### config.mk
export PLATFORM = sky130hd
export DESIGN_NAME = lsu_mem_master
export DESIGN_NICKNAME = d
export VERILOG_FILES = /design/src/rtl/lsu_mem_master.sv
export SDC_FILE = /design/constraint.sdc
export NUM_CORES = 1
export LEC_CHECK = 0
export ABC_AREA = 1
export ABC_CLOCK_PERIOD_IN_PS = 3900
export CORE_MARGIN = 2
export CORE_UTILIZATION = 40
export DETAILED_ROUTE_END_ITERATION = 6
export PLACE_DENSITY = 0.69
export RECOVER_POWER = 25
export SETUP_SLACK_MARGIN = 0.05
export SYNTH_ARGS = -nofsm -noshare
export SYNTH_HDL_FRONTEND = slang
export SYNTH_SLANG_ARGS = --single-unit
### constraint.sdc
create_clock -name clk -period 3.9 [get_ports clk]
set_input_delay 0.78 -clock clk [delete_from_list [all_inputs] [get_ports clk]]
set_output_delay 0.78 -clock clk [all_outputs]
set_load 0.02 [all_outputs]
### src/rtl/lsu_mem_master.sv
// Load/store unit bridging the execute stage to a single-port word-addressed data memory.
// Sub-word stores are done as read-modify-write, so the memory only ever sees word accesses.
module lsu_mem_master #(
    parameter int unsigned MEM_AW  = 14,
    parameter logic [2:0]  TYPE_LW = 3'b010,
    parameter logic [2:0]  TYPE_SW = 3'b010
) (
    input  logic              clk,
    input  logic              rst,
    input  logic              req_valid,
    output logic              req_ready,
    input  logic              req_is_store,
    input  logic [2:0]        req_funct3,
    input  logic [31:0]       req_addr,
    input  logic [31:0]       req_wdata,
    output logic              resp_valid,
    output logic [31:0]       resp_rdata,
    output logic              resp_misaligned,
    output logic              mem_is_store,
    output logic [MEM_AW-1:0] mem_addr,
    output logic [31:0]       mem_wdata,
    output logic [2:0]        mem_type,
    input  logic [31:0]       mem_loaddata
);

    typedef enum logic [1:0] {IDLE, READ, WRITE, RESP} state_t;

    state_t      state;
    logic        is_store_q;
    logic [2:0]  funct3_q;
    logic [1:0]  lane_q;
    logic [31:0] wdata_q;

    logic        fault;
    logic [31:0] load_ext;
    logic [31:0] merged;
    logic [7:0]  rd_byte;
    logic [15:0] rd_half;

    // Upper address bits wrap modulo memory size and are deliberately ignored.
    logic unused_addr_hi;
    assign unused_addr_hi = ^req_addr[31:MEM_AW+2];

    always_comb begin
        fault = 1'b0;
        if (req_is_store) begin
            unique case (req_funct3)
                3'b000:  fault = 1'b0;
                3'b001:  fault = req_addr[0];
                3'b010:  fault = (req_addr[1:0] != 2'b00);
                default: fault = 1'b1;
            endcase
        end else begin
            unique case (req_funct3)
                3'b000, 3'b100: fault = 1'b0;
                3'b001, 3'b101: fault = req_addr[0];
                3'b010:         fault = (req_addr[1:0] != 2'b00);
                default:        fault = 1'b1;
            endcase
        end
    end

    always_comb begin
        rd_byte = mem_loaddata[{lane_q, 3'b000} +: 8];
        rd_half = mem_loaddata[{lane_q[1], 4'b0000} +: 16];
        unique case (funct3_q)
            3'b000:  load_ext = {{24{rd_byte[7]}}, rd_byte};
            3'b100:  load_ext = {24'h0, rd_byte};
            3'b001:  load_ext = {{16{rd_half[15]}}, rd_half};
            3'b101:  load_ext = {16'h0, rd_half};
            default: load_ext = mem_loaddata;
        endcase
    end

    always_comb begin
        merged = mem_loaddata;
        if (funct3_q[0]) begin
            merged[{lane_q[1], 4'b0000} +: 16] = wdata_q[15:0];
        end else begin
            merged[{lane_q, 3'b000} +: 8] = wdata_q[7:0];
        end
    end

    always_ff @(posedge clk or posedge rst) begin
        if (rst) begin
            state           <= IDLE;
            req_ready       <= 1'b1;
            resp_valid      <= 1'b0;
            resp_rdata      <= 32'h0;
            resp_misaligned <= 1'b0;
            mem_is_store    <= 1'b0;
            mem_addr        <= '0;
            mem_wdata       <= 32'h0;
            mem_type        <= TYPE_LW;
            is_store_q      <= 1'b0;
            funct3_q        <= 3'b000;
            lane_q          <= 2'b00;
            wdata_q         <= 32'h0;
        end else begin
            unique case (state)
                IDLE: begin
                    if (req_valid) begin
                        is_store_q <= req_is_store;
                        funct3_q   <= req_funct3;
                        lane_q     <= req_addr[1:0];
                        wdata_q    <= req_wdata;
                        req_ready  <= 1'b0;
                        if (fault) begin
                            state           <= RESP;
                            resp_valid      <= 1'b1;
                            resp_rdata      <= 32'h0;
                            resp_misaligned <= 1'b1;
                        end else if (req_is_store && req_funct3 == 3'b010) begin
                            state        <= WRITE;
                            mem_addr     <= req_addr[MEM_AW+1:2];
                            mem_wdata    <= req_wdata;
                            mem_is_store <= 1'b1;
                            mem_type     <= TYPE_SW;
                        end else begin
                            state        <= READ;
                            mem_addr     <= req_addr[MEM_AW+1:2];
                            mem_is_store <= 1'b0;
                            mem_type     <= TYPE_LW;
                        end
                    end
                end
                READ: begin
                    if (is_store_q) begin
                        state        <= WRITE;
                        mem_wdata    <= merged;
                        mem_is_store <= 1'b1;
                        mem_type     <= TYPE_SW;
                    end else begin
                        state           <= RESP;
                        resp_valid      <= 1'b1;
                        resp_rdata      <= load_ext;
                        resp_misaligned <= 1'b0;
                    end
                end
                WRITE: begin
                    state           <= RESP;
                    mem_is_store    <= 1'b0;
                    mem_type        <= TYPE_LW;
                    resp_valid      <= 1'b1;
                    resp_rdata      <= 32'h0;
                    resp_misaligned <= 1'b0;
                end
                RESP: begin
                    state      <= IDLE;
                    resp_valid <= 1'b0;
                    req_ready  <= 1'b1;
                end
                default: begin
                    state        <= IDLE;
                    req_ready    <= 1'b1;
                    resp_valid   <= 1'b0;
                    mem_is_store <= 1'b0;
                    mem_type     <= TYPE_LW;
                end
            endcase
        end
    end

endmodule

==> reports/qor.txt, run 1 <==
PortBufs = 168
Min cycle time layout = 2950 ps
Clock sink count = 106
Hold Violations, Final = 0
Avg Inst Size Synth = 6.88 um2
Cell internal pwr = 3.68 mW
Final worst slack = 951 ps
Resize count post-CTS = 0
Setup TNS = 0 ps
WHS Path Cells = 2
Utilization after layout = 52.7%
CP Class = in -> async
Full die area = 0.0177 mm2
Hpwl dp = 15900 um
Top-count cell post-synth = nand2_1
Post-synth top flop = dfrtp_1
Hold-fix buffers, CTS = 0
Top cell type's share of synthesized area = 39.5%
Area leader, netlist = dfrtp_1
Max-cap viol count = 1
Worst VDD drop = 412 uV
Max Fclk = 339 MHz
Initial Util = 40.6%
CP startpoint kind = input port
Vias = 6836
Period utilization = 75.6%
# nets final = 1207
GRT Residual Overflow = 0
Unrepaired setup endpoints after global routing = false
CTS max path bufs = 2
Fillers = 1605
Hold_ws = 471 ps
Synth area leaders = dfrtp_1 (39%), nand2_1 (20%), o21ai_0 (6.1%)
Clk pwr share = 11.8%
Post-synth EDFFs = 0
Worst-Margin Slew = 2070 ps
Post-CTS Setup Repair Bufs = 0
Synth Cell Area = 0.00666 mm2
Crit path capture type = async pin
Root Buffer Master = clkbuf_16
Initial antenna violation count = 2
Multi-input gate area = 0.00345 mm2
Die H = 133 um
CTS tree = built
I/O pin total = 188
Share of total power in sequential cells = 26.6%
Worst Hold Class = reg -> reg
Core footprint = 0.0164 mm2
Ratio of cells with drive above 1 in the final layout = 6.09%
Area Overhead vs Synth = 29.9%
Sw Share = 50.1%
CP required = 4300 ps
Rows = 47
Antenna Nets Post-Route = 0
Slew HR = -38.7%
TritonCTS buffer count = 9
Largest net degree at the start of global routing = 65
Total GRT Usage = 24.8%
Commonest cells in the netlist = nand2_1 (354), dfrtp_1 (105), o21ai_0 (81), nand3_1 (70), inv_1 (54)
Ys async rst share = 100%
H-tree levels = 3
Drt total wl = 22000 um
#FFs+latches synth = 106
Crit path max fanout = 43
Pins Over Slew Limit = 44
Register Area = 0.00265 mm2
R2R depth = 9
Wire per inst = 16.6 um
Worst-skew pair later-pin latency = 360 ps
Worst-path clk slew = 70 ps
Final setup violation count = 0
Vias in the first global route = 6348
Crit path DAT = 3350 ps
Failing checks = max-capacitance violations, max-slew violations
Mapped Cells = 967
Post-synthesis sequential area ratio = 39.9%
Die X = 133 um
First-pass GRT wire length = 34300 um
Via-to-Cell Ratio = 5.17
Leakage = 3.97 nW
Switching power = 3.69 mW
Clock Skew = 6.25 ps
DRT Pass-1 Iters = 5
Part of the power in combinational logic = 61.5%
Synth cell types = 34
Synth warn = 0
Place WS = 822 ps
Final Wtd Congestion = 0.953
Residual DRC = 0
PwrDens = 852 mW/mm2
Overall power = 7.36 mW
1st-iter DRT viols = 811
Status = finished with violations
## state kept, by name, indices dropped and copies added (netlist names)
register	cells
mem_wdata	32
resp_rdata	32
wdata_q	16
mem_addr	14
funct3_q	3
lane_q	2
state	2
is_store_q	1
mem_is_store	1
req_ready	1
resp_misaligned	1
resp_valid	1
## per-stage QoR
| step | instance area (um2) | std cells |
|---|---|---|
| final | 8640 | 1321 |
| after detailed placement | 8380 | 1304 |
| after global placement | 8380 | 1304 |
| after CTS | 8650 | 1320 |
| after floorplan | 6660 | 968 |
| after global routing | 8640 | 1320 |
## area by class of cell
type,count,area share [%]
Sequential cell,106,30.7
Antenna cell,1,0.0289
Clock inverter,5,0.449
Timing Repair Buffer,179,20.4
Inverter,60,2.62
Clock buffer,11,2.69
Multi-Input combinational cell,739,39.9
Tap cell,220,3.18
## routing by layer
layer  vias to the layer above  track usage (%)  wire, um
met4                         4             8.36       505
met3                        32             5.17      1860
met1                      3142             34.9      9670
met2                       281             38.3      9880
met5                         -                0        62
li1                       3377                -         -
## cell usage in the layout (no fill, tap or decap), types with 2 or more instances in the layout
master and count:
a21oi_2 2, clkdlybuf4s50_1 167, conb_1 3, nor2_2 14, or2_2 4, a211oi_1 2
clkbuf_16 9, o21ai_1 30, inv_2 6, nor2_1 48, a21oi_1 49, clkbuf_1 2
o211ai_1 16, inv_1 53, o21ai_0 81, and2_0 16, ha_1 8, nand2_1 355
clkinv_2 2, o21ai_2 4, nand3_1 70, nand4_1 8, nand2_2 6, o21a_1 10
buf_4 10, a31oi_1 6, dfrtp_1 105
## final timing paths
path                                   from       endpoint  slack (ps)
worst max-delay path                    rst  mem_wdata[21]         950
worst min-delay path            mem_addr[7]    mem_addr[7]         470
worst max register to register     state[0]   mem_wdata[9]        1170
worst min register to register  mem_addr[7]    mem_addr[7]         470
max in group clk                   state[0]   mem_wdata[9]        1170
min in group asynchronous               rst  mem_wdata[18]        1410
## critical path, stage by stage
cell	delay [ps]
dlygate4sd3_1	550
clkinvlp_2	1170
clkbuf_2	810
## cell families (layout without fill, tap and decap cells)
logic type	count (synthesis)	count (layout)	synth area share [%]
adders and majority gates	9	9	1.69
DFF	106	106	39.9
AOI/OAI and AO/OA	202	202	16.8
buffers and inverters	123	255	8.29
and+or+nand+nor	525	525	33.2
other	2	4	0.113
## power groups by stage
stage | sequential, mW | combinational [mW] | clock [mW]
6_report | 1.96 | 4.53 | 0.872
5_1_grt | 2.03 | 4.97 | 0.928
4_1_cts | 1.95 | 4.52 | 0.890
3_5_place_dp | 1.97 | 4.50 | 0
3_3_place_gp | 1.96 | 4.44 | 0
2_1_floorplan | 2.35 | 2.62 | 0
No activity file was read; power rests on OpenSTA's default activity.
==> run 2, diff against run 1 <==
--- a/config.mk
+++ b/config.mk
@@ -6,7 +6,7 @@
 export NUM_CORES = 1
 export LEC_CHECK = 0
 export ABC_AREA = 1
-export ABC_CLOCK_PERIOD_IN_PS = 3900
+export ABC_CLOCK_PERIOD_IN_PS = 2800
 export CORE_MARGIN = 2
 export CORE_UTILIZATION = 40
 export DETAILED_ROUTE_END_ITERATION = 6
==> constraint.sdc (replaced) <==
create_clock -name clk -period 2.8 [get_ports clk]
set_input_delay 0.56 -clock clk [delete_from_list [all_inputs] [get_ports clk]]
set_output_delay 0.56 -clock clk [all_outputs]
set_load 0.02 [all_outputs]
==> reports/qor.txt, run 2 (same netlist as run 1, synthesis figures left out) <==
Final Wtd Congestion = 0.964
Fillers = 1579
Initial antenna violation count = 1
Via-to-Cell Ratio = 5.27
CP required = 3020 ps
CP startpoint kind = flip-flop
Min cycle time layout = 2420 ps
Most frequent cells in the layout = nand2_1 (354), clkdlybuf4s50_1 (167), dfrtp_1 (105)
DRT Pass-1 Iters = 7
Resize count post-CTS = 0
Crit path max fanout = 22
Hold-fix buffers, CTS = 0
Core footprint = 0.0164 mm2
Hpwl dp = 16000 um
Pins Over Slew Limit = 28
CP Class = reg -> reg
Commonest non-fill, non-tap cell in the layout = nand2_1
Worst-skew pair later-pin latency = 370 ps
Vias = 7003
Initial Util = 40.6%
Max Fclk = 413 MHz
Period utilization = 86.4%
Setup TNS = 0 ps
Worst Hold Class = reg -> reg
Dpl cells = 1312
WHS Path Cells = 2
I/O pin total = 188
Total GRT Usage = 25.2%
Slew HR = -0.904%
CTS max path bufs = 2
Drt total wl = 22200 um
First-pass GRT wire length = 35000 um
Placement Cell Area = 0.00845 mm2
Full die area = 0.0177 mm2
Clock Skew = 11.2 ps
Antenna Nets Post-Route = 0
Post-CTS Setup Repair Bufs = 0
Rows = 47
Post-route cell area = 0.00875 mm2
R2R depth = 7
PortBufs = 168
Worst VDD drop = 720 uV
GRT Residual Overflow = 0
Crit path capture type = flip-flop
Worst-path clk slew = 80 ps
Status = finished with violations
1st-iter DRT viols = 918
Ratio of cells with drive above 1 in the final layout = 6.95%
Clock sink count = 106
Utilization after layout = 53.4%
Hold Violations, Final = 0
GR Util met2 = 38.3%
Largest net degree at the start of global routing = 65
Vias in the first global route = 6457
Failing checks = max-capacitance violations, max-slew violations
TritonCTS buffer count = 9
Crit path DAT = 2640 ps
Worst-Margin Slew = 1510 ps
# nets final = 1215
H-tree levels = 3
N_diodes = 0
Max-cap viol count = 1
Leakage = 4.02 nW
Fin cells = 1328
Final setup violation count = 0
Root Buffer Master = clkbuf_16
Busiest grt layer = met2
Residual DRC = 0
CTS tree = built
PwrDens = 1200 mW/mm2
M1 GR Usage = 36.0%
Top flop regs = mem_wdata (32), resp_rdata (32), wdata_q (16)
GR Layer Usage met3 = 4.83%
Area Overhead vs Synth = 31.5%
Die H = 133 um
Wire per inst = 16.7 um
Hold_ws = 475 ps
Unrepaired setup endpoints after global routing = false
Die X = 133 um
==> run 2: worst max-delay path: stages (launching register included) <==
cell and delay [ps]:
dfrtp_1 390, inv_2 290, ha_1 590, nor2_1 250, nand3_1 120, a21oi_1 70, o21ai_0 460, o21ai_1 110
==> run 2: metal layers <==
metal,share of wire (%),wire length (um),vias to the layer above
met5,0,0,-
met4,2.4,530,0
met3,8.7,1930,31
met2,45,9950,314
met1,44,9780,3269
li1,-,-,3389
==> run 2: path summary, 6_finish.rpt <==
path / to / start / slack (ps)
min reg2reg: resp_rdata[1] / resp_rdata[1] / 480
min: resp_rdata[1] / resp_rdata[1] / 480
max in group asynchronous: funct3_q[0] / rst / 670
max: mem_wdata[9] / lane_q[1] / 380
max reg2reg: mem_wdata[9] / lane_q[1] / 380
min in group asynchronous: mem_wdata[20] / rst / 1010
==> run 2: through the flow <==
step	setup WS, ps	power [mW]
global route	232	11.3
detailed placement	311	9.14
CTS	525	10.5
floorplan	812	6.91
global placement	352	9.05
finish	380	10.5
==> run 2: report_power, final <==
part	total (mW)	switching, mW	internal, mW
Combinational	6.51	4.14	2.37
Clock	1.37	0.653	0.712
Sequential	2.67	0.433	2.23
Total	10.5	5.23	5.31
==> run 2: final cells by class <==
class | count | area [um2] | area share, %
multi-input combinational | 739 | 3460 | 39.5
tap | 220 | 275 | 3.14
timing repair buffer | 187 | 1830 | 20.9
inverter | 60 | 226 | 2.59
clock inverter | 7 | 90.1 | 1.03
sequential | 106 | 2650 | 30.3
clock buffer | 9 | 225 | 2.57
